### src/rtl/fb_scanout.sv
// fb_scanout: 1bpp framebuffer scanout engine. Fetches the frame one 1024-bit
// memory line at a time and serialises it in raster order onto a pixel stream.
// Optional macro FB_SCANOUT_PREFETCH_EN: ping-pong line buffers, with the next
// line prefetched while the current one streams out.
// Handshakes: a transfer happens on a rising clk edge where valid && ready;
// valid, once raised, and its payload hold until that transfer (mem_rsp_valid
// is a single-cycle strobe with no ready).
module fb_scanout #(
  parameter int          FB_WIDTH  = 64,
  parameter int          FB_HEIGHT = 64,
  parameter logic [31:0] FB_BASE   = 32'h2000,
  parameter int          LINE_BITS = 1024
) (
  input  logic                 clk,
  input  logic                 rst_n,
  input  logic                 start,
  output logic                 busy,
  output logic                 frame_done,
  output logic                 mem_req_valid,
  input  logic                 mem_req_ready,
  output logic [31:0]          mem_req_addr,
  input  logic                 mem_rsp_valid,
  input  logic [LINE_BITS-1:0] mem_rsp_data,
  output logic                 pix_valid,
  input  logic                 pix_ready,
  output logic                 pix_data,
  output logic [15:0]          pix_x,
  output logic [15:0]          pix_y,
  output logic                 pix_sof,
  output logic                 pix_eol,
  output logic                 pix_eof
);
  localparam int LINES = FB_WIDTH * FB_HEIGHT / LINE_BITS;
  localparam int KW    = (LINES > 1) ? $clog2(LINES) : 1;

  typedef enum logic [2:0] {S_IDLE, S_REQ, S_WAIT, S_STREAM, S_DONE} state_t;
  state_t state, state_nxt;

  logic [KW-1:0]        k;         // line currently streaming
  logic [9:0]           idx;       // bit index of the pixel held in the output regs
  logic [15:0]          nx, ny;    // coordinates of the next pixel to be loaded
  logic [LINE_BITS-1:0] buf0;
  logic                 hs, line_end, last_line, load, load_bit, cur_bit;

  assign hs        = pix_valid && pix_ready;
  assign line_end  = (state == S_STREAM) && hs && (idx == 10'd1023);
  assign last_line = (32'(k) == 32'(LINES - 1));

`ifdef FB_SCANOUT_PREFETCH_EN
  logic [LINE_BITS-1:0] buf1;
  logic cur, pf_req, pf_wait, pf_have, pf_stall;
  logic rsp_in, next_rdy, swap, more_lines, next_bit0;

  assign rsp_in     = (state == S_STREAM) && pf_wait && mem_rsp_valid;
  assign next_rdy   = pf_have || rsp_in;
  // Swap to the next line at the line boundary, or when a late line arrives.
  assign swap       = (line_end && !last_line && next_rdy) || (pf_stall && rsp_in);
  // Is there a line beyond the one being swapped in?
  assign more_lines = (32'(k) + 32'd2) < 32'(LINES);
  assign cur_bit    = cur ? buf1[idx + 10'd1] : buf0[idx + 10'd1];
  assign next_bit0  = pf_have ? (cur ? buf0[0] : buf1[0]) : mem_rsp_data[0];
`else
  assign cur_bit    = buf0[idx + 10'd1];
`endif

  // State register.
  always_ff @(posedge clk) begin
    if (!rst_n) state <= S_IDLE;
    else        state <= state_nxt;
  end

  // Next-state and state-decoded outputs.
  always_comb begin
    state_nxt     = state;
    busy          = (state != S_IDLE);
    frame_done    = (state == S_DONE);
`ifdef FB_SCANOUT_PREFETCH_EN
    mem_req_valid = (state == S_REQ) || pf_req;
`else
    mem_req_valid = (state == S_REQ);
`endif
    case (state)
      S_IDLE:   if (start) state_nxt = S_REQ;
      S_REQ:    if (mem_req_ready) state_nxt = S_WAIT;
      S_WAIT:   if (mem_rsp_valid) state_nxt = S_STREAM;
      S_STREAM: begin
        if (line_end) begin
          if (last_line) state_nxt = S_DONE;
`ifndef FB_SCANOUT_PREFETCH_EN
          else           state_nxt = S_REQ;
`endif
        end
      end
      S_DONE:   state_nxt = S_IDLE;
      default:  state_nxt = S_IDLE;
    endcase
  end

  // Select when a new pixel enters the output regs and where its bit comes from.
  always_comb begin
    load     = 1'b0;
    load_bit = 1'b0;
    if (state == S_WAIT && mem_rsp_valid) begin
      load     = 1'b1;
      load_bit = mem_rsp_data[0];
    end else if (state == S_STREAM && hs && idx != 10'd1023) begin
      load     = 1'b1;
      load_bit = cur_bit;
    end
`ifdef FB_SCANOUT_PREFETCH_EN
    else if (swap) begin
      load     = 1'b1;
      load_bit = next_bit0;
    end
`endif
  end

  // Line sequencing: line index, bit index, request address, prefetch flags.
  always_ff @(posedge clk) begin
    if (!rst_n) begin
      k            <= '0;
      idx          <= '0;
      mem_req_addr <= FB_BASE;
`ifdef FB_SCANOUT_PREFETCH_EN
      cur <= 1'b0; pf_req <= 1'b0; pf_wait <= 1'b0; pf_have <= 1'b0; pf_stall <= 1'b0;
`endif
    end else begin
      case (state)
        S_IDLE: if (start) begin
          k            <= '0;
          idx          <= '0;
          mem_req_addr <= FB_BASE;
`ifdef FB_SCANOUT_PREFETCH_EN
          cur <= 1'b0; pf_req <= 1'b0; pf_wait <= 1'b0; pf_have <= 1'b0; pf_stall <= 1'b0;
`endif
        end
        S_WAIT: if (mem_rsp_valid) begin
          idx <= '0;
`ifdef FB_SCANOUT_PREFETCH_EN
          if (LINES > 1) begin
            pf_req       <= 1'b1;
            mem_req_addr <= mem_req_addr + 32'd128;
          end
`endif
        end
        S_STREAM: begin
          if (hs && idx != 10'd1023) idx <= idx + 10'd1;
`ifdef FB_SCANOUT_PREFETCH_EN
          if (pf_req && mem_req_ready) begin
            pf_req  <= 1'b0;
            pf_wait <= 1'b1;
          end
          if (rsp_in) begin
            pf_wait <= 1'b0;
            pf_have <= 1'b1;
          end
          if (line_end && !last_line && !next_rdy) pf_stall <= 1'b1;
          if (swap) begin
            cur      <= ~cur;
            k        <= k + 1'b1;
            idx      <= '0;
            pf_have  <= 1'b0;
            pf_stall <= 1'b0;
            if (more_lines) begin
              pf_req       <= 1'b1;
              mem_req_addr <= mem_req_addr + 32'd128;
            end
          end
`else
          if (line_end && !last_line) begin
            k            <= k + 1'b1;
            mem_req_addr <= mem_req_addr + 32'd128;
          end
`endif
        end
        default: ;
      endcase
    end
  end

  // Line buffer capture (data only, no reset needed).
  always_ff @(posedge clk) begin
    if (state == S_WAIT && mem_rsp_valid) buf0 <= mem_rsp_data;
`ifdef FB_SCANOUT_PREFETCH_EN
    else if (rsp_in) begin
      if (cur) buf0 <= mem_rsp_data;
      else     buf1 <= mem_rsp_data;
    end
`endif
  end

  // Pixel output registers; they hold while valid && !ready.
  always_ff @(posedge clk) begin
    if (!rst_n) begin
      pix_valid <= 1'b0; pix_data <= 1'b0; pix_x <= '0; pix_y <= '0;
      pix_sof <= 1'b0; pix_eol <= 1'b0; pix_eof <= 1'b0;
      nx <= '0; ny <= '0;
    end else begin
      if (state == S_IDLE) begin
        nx <= '0;
        ny <= '0;
      end
      if (load) begin
        pix_valid <= 1'b1;
        pix_data  <= load_bit;
        pix_x     <= nx;
        pix_y     <= ny;
        pix_sof   <= (nx == 16'd0) && (ny == 16'd0);
        pix_eol   <= (nx == 16'(FB_WIDTH - 1));
        pix_eof   <= (nx == 16'(FB_WIDTH - 1)) && (ny == 16'(FB_HEIGHT - 1));
        if (nx == 16'(FB_WIDTH - 1)) begin
          nx <= '0;
          ny <= ny + 16'd1;
        end else begin
          nx <= nx + 16'd1;
        end
      end else if (hs) begin
        pix_valid <= 1'b0;
      end
    end
  end
endmodule

### config.mk
export PLATFORM = sky130hd
export DESIGN_NAME = fb_scanout
export DESIGN_NICKNAME = d
export VERILOG_FILES = /design/src/rtl/fb_scanout.sv
export SDC_FILE = /design/constraint.sdc
export NUM_CORES = 1
export LEC_CHECK = 0
export BUFFER_PORTS_ARGS = -buffer_cell sky130_fd_sc_hd__buf_2
export CAP_MARGIN = 15
export CORE_AREA = 4 4 426 428
export DETAILED_ROUTE_END_ITERATION = 8
export DIE_AREA = 0 0 430 432
export PLACE_DENSITY = 0.52
export REMOVE_ABC_BUFFERS = 1
export SLEW_MARGIN = 20
export SYNTH_ARGS = -nofsm -noshare
export SYNTH_HDL_FRONTEND = slang
export SYNTH_SLANG_ARGS = --single-unit
### constraint.sdc
create_clock -name clk -period 79.9 [get_ports clk]
set_input_delay 15.98 -clock clk [delete_from_list [all_inputs] [get_ports clk]]
set_output_delay 15.98 -clock clk [all_outputs]
set_load 0.005 [all_outputs]
# After elaboration in Yosys (flattened, before gate mapping)

Index checks and enable logic that the tools add are counted.
Widths: inputs -> output; s select.

Bits in read-only memories: 0
Latch bits: 0
Register bits: 1140
Input port bits: 1030
Logic and storage cells: 86
Output and inout port bits: 72
Memories: 0
RAM bits: 0

Mux-type cells: 30
Reductions and logical operators: 21
Shift-type cells: 0
Eq/ne operators: 15
$mul: 0
Bitwise operators: 0
Add/sub/neg operators: 5
Divide/modulo/power cells: 0
$lt $le $gt $ge: 1

Operators with widths:

| kind                  | number |
|---|---|
| $mux 16               | 6 |
| $mux 32               | 2 |
| $pmux 32 s2           | 1 |
| $add 16x1->16 const B | 2 |
| $add 32x8->32 const B | 1 |
| $eq 16x6->1 const B   | 2 |
| $logic_not 16->1      | 2 |
| $mux 10               | 3 |
| $pmux 10 s3           | 1 |
| $mux 3                | 5 |
| $pmux 3 s4            | 1 |
| $lt 10x11->1 const B  | 1 |
| $add 10x1->10 const B | 1 |
| $bmux 1 s10           | 1 |
| $eq 10x10->1 const B  | 1 |
| $ne 10x10->1 const B  | 1 |
| $logic_and 1x1->1     | 9 |
| $reduce_and 4->1      | 2 |
| $mux 1                | 7 |
| $eq 3x2->1 const B    | 2 |
| $ne 2x1->1 const B    | 3 |
| $ne 2x2->1 const B    | 3 |
| $reduce_bool 2->1     | 3 |
| $reduce_bool 3->1     | 2 |
| other kinds (9)       | 10 |

# Depth between registers and ports, before layout

Gate-level depths: netlist (run 1).

Depth in word-level cells: 6
Depth in mapped cells: 14
Gate-level depth less buffers: 10

# Worst setup path before layout (run 1)

No wires, ideal clock.

Path type: input-to-reg
Start point: in mem_rsp_valid
End point: reg ny[12]
Required time: 79.830 ns
Path buffers: 0
Path slack: 41.774 ns
Cell stages on the path: 9
Setup time: 0.070 ns
Arrival time: 38.055 ns
Path through: nand3_1 -> inv_1 -> a21oi_1 -> nor2_1 -> nand4_1 -> nor2_1 -> nand2_1 -> or2_2 -> a21oi_1

Cells in the longest elaborated chain, start to end: 3

Ends and longest elaborated chain:

| what                 | RTL line | text |
|---|---|---|
| from (decl)          | 22       | `input logic mem_rsp_valid,` |
| $logic_and 1x1->1    | 103      | `if (state == S_WAIT && mem_rsp_valid) begin` |
| $mux 1               | 103      |  |
| $mux 16              | 203      | `if (load) begin` |
| to (signal assigned) | 213      | `ny <= ny + 16'd1;` |
| to (decl)            | 41       | `logic [15:0] nx, ny;` |

Every way passes these cells.
A chain may end at the register's enable or synchronous reset.

# Final worst setup path (run 1)

Start point: in mem_rsp_valid
End point: reg buf0[207], enable pin

Cells in the longest elaborated chain, start to end: 1

Ends and longest elaborated chain:

| what                 | RTL line | text |
|---|---|---|
| $logic_and 1x1->1    | 183      | `if (state == S_WAIT && mem_rsp_valid) buf0 <= mem_rsp_data;` |
| to (signal assigned) | 183      |  |
| to (decl)            | 42       | `logic [LINE_BITS-1:0] buf0;` |

Every way passes these cells.

==> flow_summary.ini, run 1 <==
[setup_path]
flop_to_flop_setup_slack_ps = 73430
timing.critical_path.depth = 7
cp-startpoint = mem_rsp_valid
cp_slowest_stage_delay_ps = 890
r2r_cells = 14
crit_path_frequent_cell = sky130_fd_sc_hd__buf_4
cp.required_ps = 80300
worstPathArrival_ps = 20550
critical_path.reg2reg.startpoint = idx[0]$_SDFFE_PN0P_
critical_path_peak_fanout = 182
timing.critical_path.to_type = flip-flop
worstReg2RegEnd = pix_data$_SDFFE_PN0N_
crit_path_cell_trace = buf_2, nand3_1, inv_8, buf_4, buf_12, buf_4, buf_4
critical-path-top-delay-family = buffers and inverters
timing_worst_setup_path_type = input pin to flip-flop
number_of_buffers_and_inverters_on_the_critical_path = 6
setup.worst_path.start_class = input pin
cp_slowest_cell = sky130_fd_sc_hd__buf_4

[placement]
gp_routability_congestion = 0.8210
buffer_ports.inserted = 1094
detailedPlacementHpwl_um = 116700

[global_routing]
grt_max_degree = 183
grt_first_pass_wirelength_um = 215400
number_of_global_route_vias_before_repair = 29051
grt_overflow = 0
groute.usage.overall_pct = 16.51
grt_antenna_before_repair = 130

[layout]
drive_above_1_share_pct = 38.52
nets = 4875
syn_to_final_growth_pct = 28.81

[drt]
vias_per_cell = 4.516
detail_route.drc_violations = 1
finalWirelength_um = 159800
avgRoutedWirePerCell_um = 25.10
dr.max_layer_used = met5
drtAntennaViolNets = 0
drt-initial-drc-count = 2447
detailedRoute.firstPassIterationCount = 9
vias_after_detailed_routing = 28745
met2_length_um = 84530
m1WireLength_um = 57350
amount_of_wire_on_met3_after_detailed_routing_um = 12120

[sta]
hold_viol = 0
fmax_ghz = 0.04963
post-route-min-period_ps = 20150
rsz0062_at_grt = false
slew_viols_final = 0
fin_worst_skew_ps = 28.56
setup-tns-final_ps = 0
slew-limit-headroom_pct = 17.09
final.period_utilization_pct = 25.22
worst-slew-pin-transition_ps = 1244
report.final.setup_viol = 0

[clock_tree]
cts.repair.resized = 0
cts_htree_levels = 4
cts_buffer_depth = 3
clock_latency_ps = 790
clock_sinks = 1133
cts_hold_buffers = 0
clk_pin_slew_worst_paths_ps = 50
cts-buffers-inserted = 133
tritoncts_clock_tree = built
ctsRootBufferMaster = sky130_fd_sc_hd__clkbuf_16
cts_post_setup_buffers_inserted = 0

[synthesis]
synth.largest_area_cell = sky130_fd_sc_hd__edfxtp_1
synth_area_per_cell_um2 = 16.25
yosys_most_used_dff = sky130_fd_sc_hd__edfxtp_1
yosysMostFrequentCell = sky130_fd_sc_hd__edfxtp_1
post_synth_instance_area_um2 = 44120
number_of_warnings_issued_by_yosys = 0
synthCells = 2716
synthArstFlopShare_pct = 0
count_of_distinct_cell_types_in_the_synthesized_netlist = 56
synth.yosys.seq_area_share_pct = 74.64
synth_top_cells_by_count = sky130_fd_sc_hd__edfxtp_1, sky130_fd_sc_hd__nand2_1, sky130_fd_sc_hd__nand3_1
synth.top_cell.area_share_pct = 69.69
yosys-top-cells-area = sky130_fd_sc_hd__edfxtp_1, sky130_fd_sc_hd__mux4_2, sky130_fd_sc_hd__dfxtp_1, sky130_fd_sc_hd__nand2_1, sky130_fd_sc_hd__mux2i_1
ys_ff_latch = 1133
synth_enable_flop_cells = 1024

[power]
share_seq_of_total_power_pct = 51.0
power_density_nw_per_um2 = 23.01
combPwrFrac_pct = 3.7
p_sw_uw = 282.3
switching_fraction_of_total_power_pct = 21.58
total_power_mw = 1.308
int_power_mw = 1.026
peakVddDrop_mv = 0.01840
power.share.clock_pct = 45.3
leakage_nw = 19.78

[floorplanning]
placement_rows = 155
io_pins = 1102
die_area_um2 = 185800
die_height_um = 432
floorplan_die_width_um = 430
floorplan.core_area_um2 = 177800
floorplan.initialDensity_pct = 24.81

[min_path]
min_from = pix_x[2]$_SDFFE_PN0N_
hold_path_depth = 2
hold-path-endpoint = pix_x[2]$_SDFFE_PN0N_
hold_path_class = flip-flop to flip-flop

[run]
cap_violations = 0

[run_status]
status = finished, violations left
violations_in_the_final_reports = DRC
[metrics by stage]
step,setup slack (ps),cells,cell area (um^2),hold slack (ps),util [%]
after floorplan,30580,2561,43440,448.2,-
after CTS,59760,6296,56660,449.6,31.86
after global placement,59010,6058,52430,435.7,29.48
final,59750,6365,56840,445.7,31.96
after global routing,59450,6353,56810,463.3,31.94
after detailed placement,58870,6058,52430,441.9,29.48
[sequential cells by signal, indices dropped and copies added, names as in the netlist]
name / flops
state: 3
pix_y: 16
pix_x: 16
pix_data: 1
pix_valid: 1
pix_sof: 1
k: 2
ny: 16
pix_eof: 1
idx: 10
nx: 16
pix_eol: 1
mem_req_addr: 25
buf0: 1024
[worst max-delay path by stage]
| stage | to | slack (ps) |
|---|---|---|
| 6_report | buf0[207]$_DFFE_PP_ | 59750 |
| 5_1_grt | buf0[207]$_DFFE_PP_ | 59450 |
| 4_1_cts | buf0[200]$_DFFE_PP_ | 59760 |
| 3_5_place_dp | buf0[200]$_DFFE_PP_ | 58870 |
| 3_3_place_gp | buf0[200]$_DFFE_PP_ | 59010 |
| 2_1_floorplan | ny[12]$_SDFF_PN0_ | 30580 |
[per-layer routing]
layer  vias to the layer above  track usage (%)
met5                         -                0
met2                      1223            29.20
li1                      12917                -
met3                       313            5.008
met1                     14228            18.30
met4                        64            7.305
[power by group through the flow]
stage / combinational, mW / sequential (mW) / clock (mW)
final: 0.0485 / 0.666 / 0.593
after global routing: 0.0529 / 0.667 / 0.633
after CTS: 0.0491 / 0.666 / 0.608
after detailed placement: 0.0489 / 0.679 / 0
after global placement: 0.0479 / 0.678 / 0
after floorplan: 0.0139 / 0.694 / 0
[layout by cell type (no fill, tap or decap), drive strengths merged, types with 8 or more instances in the layout]
master and count:
buf 1142, clkbuf 162, diode 69, xor2 24
mux2i 123, or3 10, dfxtp 109, a22oi 31
nand4 10, a31oi 49, a32oi 48, clkinv 52
and3 18, nand2 440, inv 27, nand3 153
edfxtp 1024, mux4 146, or2 8, o21ai 31
nor4 24, xnor2 13, a21oi 91, nor2 86
nor3b 11, nor3 15
[logic make-up after synthesis]
logic type               count (synthesis)  synth area share (%)
adder cells (fa/ha/maj)                  7                0.1985
other                                    1              0.008499
flip-flops                            1133                 74.64
XOR/XNOR                                37                0.7515
AO/OA/AOI/OAI                          288                 4.313
buffers and inverters                  176                 1.721
AND/OR/NAND/NOR                        799                 7.974
multiplexers                           275                 10.40
[cell type report]
cell class	count	area, um^2
Clock buffer	162	3531
Sequential cell	1133	32940
Timing Repair Buffer	1142	5886
Clock inverter	76	699.4
Inverter	15	63.81
Antenna cell	69	172.7
Fill cell	17672	121000
Tap cell	2355	2947
Multi-Input combinational cell	1413	10600
[worst reg2reg max path: cells and delay by family, from the launching register on]
kind | cells | cell delay [ps]
buffers and inverters | 4 | 2940
AND/OR/NAND/NOR | 4 | 1530
flip-flops | 1 | 440
multiplexers | 2 | 420
AO/OA/AOI/OAI | 2 | 420
XOR/XNOR | 1 | 400
adder cells (fa/ha/maj) | 1 | 230
Power figures use the tool's default switching activity.
==> inputs of run 2 (changes only) <==
==> constraint.sdc (replaced) <==
create_clock -name clk -period 19.9 [get_ports clk]
set_input_delay 3.98 -clock clk [delete_from_list [all_inputs] [get_ports clk]]
set_output_delay 3.98 -clock clk [all_outputs]
set_load 0.005 [all_outputs]
==> flow_summary.ini, run 2 (synthesis gave the netlist of run 1 again) <==
[clock_tree]
cts.repair.resized = 0
tritoncts_clock_tree = built
cts_buffer_depth = 3
clock_sinks = 1133
ctsRootBufferMaster = sky130_fd_sc_hd__clkbuf_16
cts-buffers-inserted = 131
clock_latency_ps = 770
cts_htree_levels = 4
cts_post_setup_buffers_inserted = 0
cts_hold_buffers = 0
clk_pin_slew_worst_paths_ps = 50

[drt]
vias_after_detailed_routing = 28494
drt-initial-drc-count = 2347
detail_route.drc_violations = 0
drtAntennaViolNets = 0
vias_per_cell = 4.475
amount_of_wire_on_met3_after_detailed_routing_um = 11730
dr.max_layer_used = met5
avgRoutedWirePerCell_um = 25.09
m1WireLength_um = 58920
met2_length_um = 82650
detailedRoute.firstPassIterationCount = 5
finalWirelength_um = 159800

[sta]
rsz0062_at_grt = false
report.final.setup_viol = 0
fin_worst_skew_ps = 47.05
slew_viols_final = 0
final.period_utilization_pct = 37.30
post-route-min-period_ps = 7422
hold_viol = 0
fmax_ghz = 0.1347
slew-limit-headroom_pct = 18.12
worst-slew-pin-transition_ps = 1228

[power]
share_seq_of_total_power_pct = 50.7
leakage_nw = 19.81
int_power_mw = 4.163
peakVddDrop_mv = 0.06334
total_power_mw = 5.280
p_sw_mw = 1.117
power.share.clock_pct = 45.7
switching_fraction_of_total_power_pct = 21.15
power_density_nw_per_um2 = 92.80
combPwrFrac_pct = 3.6

[setup_path]
critical_path_peak_fanout = 175
cp.required_ps = 20290
flop_to_flop_setup_slack_ps = 14590
r2r_cells = 12
cp_slowest_cell = sky130_fd_sc_hd__buf_4
number_of_buffers_and_inverters_on_the_critical_path = 5
timing.critical_path.to_type = flip-flop
crit_path_frequent_cell = sky130_fd_sc_hd__buf_4
crit_path_cell_trace = buf_2, nand3_1, inv_8, buf_12, buf_4, buf_4
worstPathArrival_ps = 7810
critical-path-top-delay-family = buffers and inverters
cp_slowest_stage_delay_ps = 900
worstReg2RegEnd = pix_data$_SDFFE_PN0N_
timing_worst_setup_path_type = input pin to flip-flop
critical_path.reg2reg.startpoint = idx[0]$_SDFFE_PN0P_
setup.worst_path.start_class = input pin

[layout]
regMostFlops = buf0
nets = 4872
syn_to_final_growth_pct = 28.94
drive_above_1_share_pct = 38.61
stdcell_count = 6367
most_used_cells_in_the_layout_excluding_fill_and_tap_cells = sky130_fd_sc_hd__buf_2, sky130_fd_sc_hd__edfxtp_1, sky130_fd_sc_hd__nand2_1
most_common_library_cell_in_the_layout_ignoring_fill_and_taps = sky130_fd_sc_hd__buf_2
fillerInstances = 17629
largest_register_ffs = 1024
reg_top3 = buf0 x1024, mem_req_addr x25

[min_path]
hold-path-endpoint = pix_y[11]$_SDFFE_PN0N_
hold_path_class = flip-flop to flip-flop
hold_path_depth = 2
min_from = pix_y[11]$_SDFFE_PN0N_

[floorplanning]
io_pins = 1102
floorplan_die_width_um = 430
floorplan.initialDensity_pct = 24.81
floorplan.core_area_um2 = 177800
die_area_um2 = 185800
die_height_um = 432
placement_rows = 155

[placement]
buffer_ports.inserted = 1094
numPlacedInstances = 6057
gp_routability_congestion = 0.8343
detailedPlacementHpwl_um = 116300

[run]
cap_violations = 0

[global_routing]
grt_overflow = 0
groute.usage.overall_pct = 16.53
grt_max_degree = 176
number_of_global_route_vias_before_repair = 28645
grt_antenna_before_repair = 137
grt_first_pass_wirelength_um = 215400

[run_status]
status = completed
## run 2: how the worst max path moves through the flow
stage,start,end,slack (ps),depth (start not counted)
after floorplan,mem_rsp_valid,ny[12]$_SDFF_PN0_,-17420,9
after global placement,mem_rsp_valid,buf0[411]$_DFFE_PP_,11860,6
final,mem_rsp_valid,buf0[432]$_DFFE_PP_,12480,6
after global routing,mem_rsp_valid,buf0[484]$_DFFE_PP_,12270,6
after detailed placement,mem_rsp_valid,buf0[411]$_DFFE_PP_,11790,6
after CTS,mem_rsp_valid,buf0[925]$_DFFE_PP_,12640,6
## run 2: metrics by stage
step | utilization [%] | cell area (um^2) | setup slack [ps] | hold WS (ps) | setup TNS, ps
3_3_place_gp | 29.48 | 52430 | 11860 | 438.0 | 0
4_1_cts | 31.89 | 56720 | 12640 | 450.7 | 0
2_1_floorplan | - | 43440 | -17420 | 448.2 | -6389370
5_1_grt | 31.97 | 56860 | 12270 | 463.5 | 0
3_5_place_dp | 29.48 | 52430 | 11790 | 442.5 | 0
6_report | 31.99 | 56890 | 12480 | 447.5 | 0
## run 2: per-layer routing
metal  global-route usage [%]  up-vias
li1                         -    12901
met1                    18.86    14040
met2                    28.92     1133
met3                    4.852      354
met4                    6.851       66
met5                        0        -
## run 2: area by class of cell
cell class / count / area, um^2 / share of cell area (%)
Inverter: 15 / 63.81 / 0.1122
Clock inverter: 74 / 718.2 / 1.262
Tap cell: 2355 / 2947 / 5.179
Sequential cell: 1133 / 32940 / 57.89
Multi-Input combinational cell: 1413 / 10600 / 18.63
Antenna cell: 70 / 175.2 / 0.3079
Clock buffer: 166 / 3575 / 6.283
Timing Repair Buffer: 1141 / 5878 / 10.33
## run 2: power by group through the flow
| stage | Clock (mW) | Combinational (mW) | Sequential [mW] |
|---|---|---|---|
| after CTS | 2.47 | 0.195 | 2.68 |
| after global routing | 2.58 | 0.210 | 2.68 |
| after floorplan | 0 | 0.0556 | 2.79 |
| after detailed placement | 0 | 0.194 | 2.73 |
| after global placement | 0 | 0.191 | 2.72 |
| final | 2.41 | 0.192 | 2.68 |
## run 2: worst register-to-register path, cell delays in order, from the launching register on
cell and delay, ps:
sky130_fd_sc_hd__dfxtp_4 710, sky130_fd_sc_hd__ha_4 310, sky130_fd_sc_hd__xor2_4 150, sky130_fd_sc_hd__buf_4 560
sky130_fd_sc_hd__buf_4 700, sky130_fd_sc_hd__mux2i_1 740, sky130_fd_sc_hd__a32oi_1 240, sky130_fd_sc_hd__a31oi_1 390
sky130_fd_sc_hd__nor4_1 100, sky130_fd_sc_hd__o22ai_1 800, sky130_fd_sc_hd__nor4_1 140, sky130_fd_sc_hd__nor4_1 280
sky130_fd_sc_hd__nor3_1 90
==> inputs of run 3 (changes only) <==
--- a/config.mk
+++ b/config.mk
@@ -10,7 +10,7 @@
 export CORE_AREA = 4 4 426 428
 export DETAILED_ROUTE_END_ITERATION = 8
 export DIE_AREA = 0 0 430 432
-export PLACE_DENSITY = 0.52
+export PLACE_DENSITY = 0.54
 export REMOVE_ABC_BUFFERS = 1
 export SLEW_MARGIN = 20
 export SYNTH_ARGS = -nofsm -noshare
==> constraint.sdc (replaced) <==
create_clock -name clk -period 6.15 [get_ports clk]
set_input_delay 1.23 -clock clk [delete_from_list [all_inputs] [get_ports clk]]
set_output_delay 1.23 -clock clk [all_outputs]
set_load 0.005 [all_outputs]
==> flow_summary.ini, run 3 (synthesis gave the netlist of run 1 again) <==
[floorplanning]
floorplan.initialDensity_pct = 24.81
die_height_um = 432
floorplan_die_width_um = 430
io_pins = 1102
placement_rows = 155
floorplan.core_area_um2 = 177800
die_area_um2 = 185800

[clock_tree]
clock_sinks = 1133
cts_buffer_depth = 3
cts-buffers-inserted = 132
ctsRootBufferMaster = sky130_fd_sc_hd__clkbuf_16
cts_post_setup_buffers_inserted = 0
clock_latency_ps = 780
cts.repair.resized = 0
tritoncts_clock_tree = built
cts_htree_levels = 4
clk_pin_slew_worst_paths_ps = 70
cts_hold_buffers = 0

[global_routing]
number_of_global_route_vias_before_repair = 29388
grt_overflow = 0
groute.usage.overall_pct = 16.75
grt_max_degree = 174
grt_first_pass_wirelength_um = 218900
grt_antenna_before_repair = 94

[setup_path]
crit_path_cell_trace = nand3_1, xor2_1, or2_2, buf_4, a31oi_1, nor4_1, o221ai_1, o211ai_1, nor4_1, nor3_1
cp_slowest_stage_delay_ps = 720
cp.required_ps = 6840
worstPathArrival_ps = 5230
setup.worst_path.start_class = flip-flop
timing_worst_setup_path_type = flip-flop to flip-flop
cp_slowest_cell = sky130_fd_sc_hd__nor4_1
timing.critical_path.to_type = flip-flop
number_of_buffers_and_inverters_on_the_critical_path = 1
critical-path-top-delay-family = simple AND/OR/NAND/NOR gates
crit_path_frequent_cell = sky130_fd_sc_hd__nor4_1
critical_path_peak_fanout = 11

[power]
power_density_nw_per_um2 = 300.1
combPwrFrac_pct = 3.8
share_seq_of_total_power_pct = 50.6
int_power_mw = 13.44
power.share.clock_pct = 45.7
leakage_nw = 19.92
switching_fraction_of_total_power_pct = 21.54
p_sw_mw = 3.690
peakVddDrop_mv = 0.2519

[layout]
most_common_library_cell_in_the_layout_ignoring_fill_and_taps = sky130_fd_sc_hd__buf_2
largest_register_ffs = 1024
syn_to_final_growth_pct = 29.40
nets = 4891
final_core_utilization_pct = 32.10
most_used_cells_in_the_layout_excluding_fill_and_tap_cells = sky130_fd_sc_hd__buf_2, sky130_fd_sc_hd__edfxtp_1, sky130_fd_sc_hd__nand2_1
regMostFlops = buf0
area_of_the_multi_input_gates_um2 = 10610
fillerInstances = 17565
reg_top3 = buf0 x1024, mem_req_addr x25
final-seq-area_um2 = 32940
drive_above_1_share_pct = 38.73

[sta]
rsz0062_at_grt = false
setup-tns-final_ps = 0
worst-slew-pin-transition_ps = 1127
final.period_utilization_pct = 73.83
slew-limit-headroom_pct = 24.67
hold_viol = 0
fin_worst_skew_ps = 69.21
slew_viols_final = 0
post-route-min-period_ps = 4541
fmax_ghz = 0.2202
report.final.setup_viol = 0
setup_slack_ps = 1609

[placement]
buffer_ports.inserted = 1094
dp_worst_setup_slack_ps = 1527
detailedPlacementHpwl_um = 120000
gp_routability_congestion = 0.8646

[min_path]
hold_path_class = flip-flop to flip-flop

[drt]
avgRoutedWirePerCell_um = 25.41
finalWirelength_um = 161800
drt-initial-drc-count = 2370
vias_per_cell = 4.522
detailedRoute.firstPassIterationCount = 8
vias_after_detailed_routing = 28791
detail_route.drc_violations = 0
drtAntennaViolNets = 0

[run]
cap_violations = 0

[run_status]
status = completed
==> run 3: cell types whose count changed in the layout (fill, tap and decap cells not counted), moves of 2 or more <==
cell,change
sky130_fd_sc_hd__inv_16,+2
sky130_fd_sc_hd__clkbuf_4,-2
sky130_fd_sc_hd__clkinv_2,-5
sky130_fd_sc_hd__clkinv_8,+3
sky130_fd_sc_hd__nor4_2,-3
sky130_fd_sc_hd__buf_12,+8
sky130_fd_sc_hd__nor4_1,+2
sky130_fd_sc_hd__clkinvlp_4,+2
sky130_fd_sc_hd__clkbuf_1,+6
sky130_fd_sc_hd__diode_2,-19
sky130_fd_sc_hd__clkbuf_16,-3
sky130_fd_sc_hd__clkinv_4,-2
sky130_fd_sc_hd__buf_4,+10
==> run 3: worst paths after layout <==
kind,slack [ps],to,start,cells after the start
hold reg to reg,440,pix_x[1]$_SDFFE_PN0N_,pix_x[1]$_SDFFE_PN0N_,2
setup reg to reg,1610,pix_data$_SDFFE_PN0N_,idx[2]$_SDFFE_PN0P_,10
hold / removal,440,pix_x[1]$_SDFFE_PN0N_,pix_x[1]$_SDFFE_PN0N_,2
setup / recovery,1610,pix_data$_SDFFE_PN0N_,idx[2]$_SDFFE_PN0P_,10
==> run 3: worst reg2reg max path, delay by kind of cell (launching register included) <==
family	cells	cell delay, ps
AO/OA/AOI/OAI	3	1080
AND/OR/NAND/NOR	5	1970
XOR/XNOR	1	490
buffers and inverters	1	360
flip-flops	1	560
==> run 3: final cells by class <==
type	instances	area share [%]
Tap cell	2355	5.161
Antenna cell	51	0.2235
Sequential cell	1133	57.69
Clock inverter	75	1.414
Multi-Input combinational cell	1413	18.58
Inverter	15	0.1118
Clock buffer	166	6.119
Timing Repair Buffer	1159	10.71
==> run 3: per-stage QoR <==
stage	std cells	instance area (um^2)	hold slack, ps	total power [mW]
after floorplan	2561	43440	448.2	9.195
after global placement	6075	52660	438.5	9.461
after detailed placement	6075	52670	442.2	9.472
after CTS	6316	56970	449.4	17.36
after global routing	6345	57040	463.7	17.74
final	6367	57090	444.2	17.13
==> run 3: power groups by stage <==
stage	combinational (mW)	sequential [mW]	clock (mW)
after CTS	0.650	8.66	8.05
after floorplan	0.180	9.02	0
after detailed placement	0.648	8.82	0
after global routing	0.697	8.67	8.38
after global placement	0.640	8.82	0
final	0.643	8.66	7.83
==> run 3: routing by layer <==
layer	global-route usage [%]	vias to the layer above	wire, um
li1	-	12917	-
met1	18.48	14364	57940
met2	30.79	1180	87490
met3	4.624	296	11490
met4	5.865	34	4654
met5	0	-	245
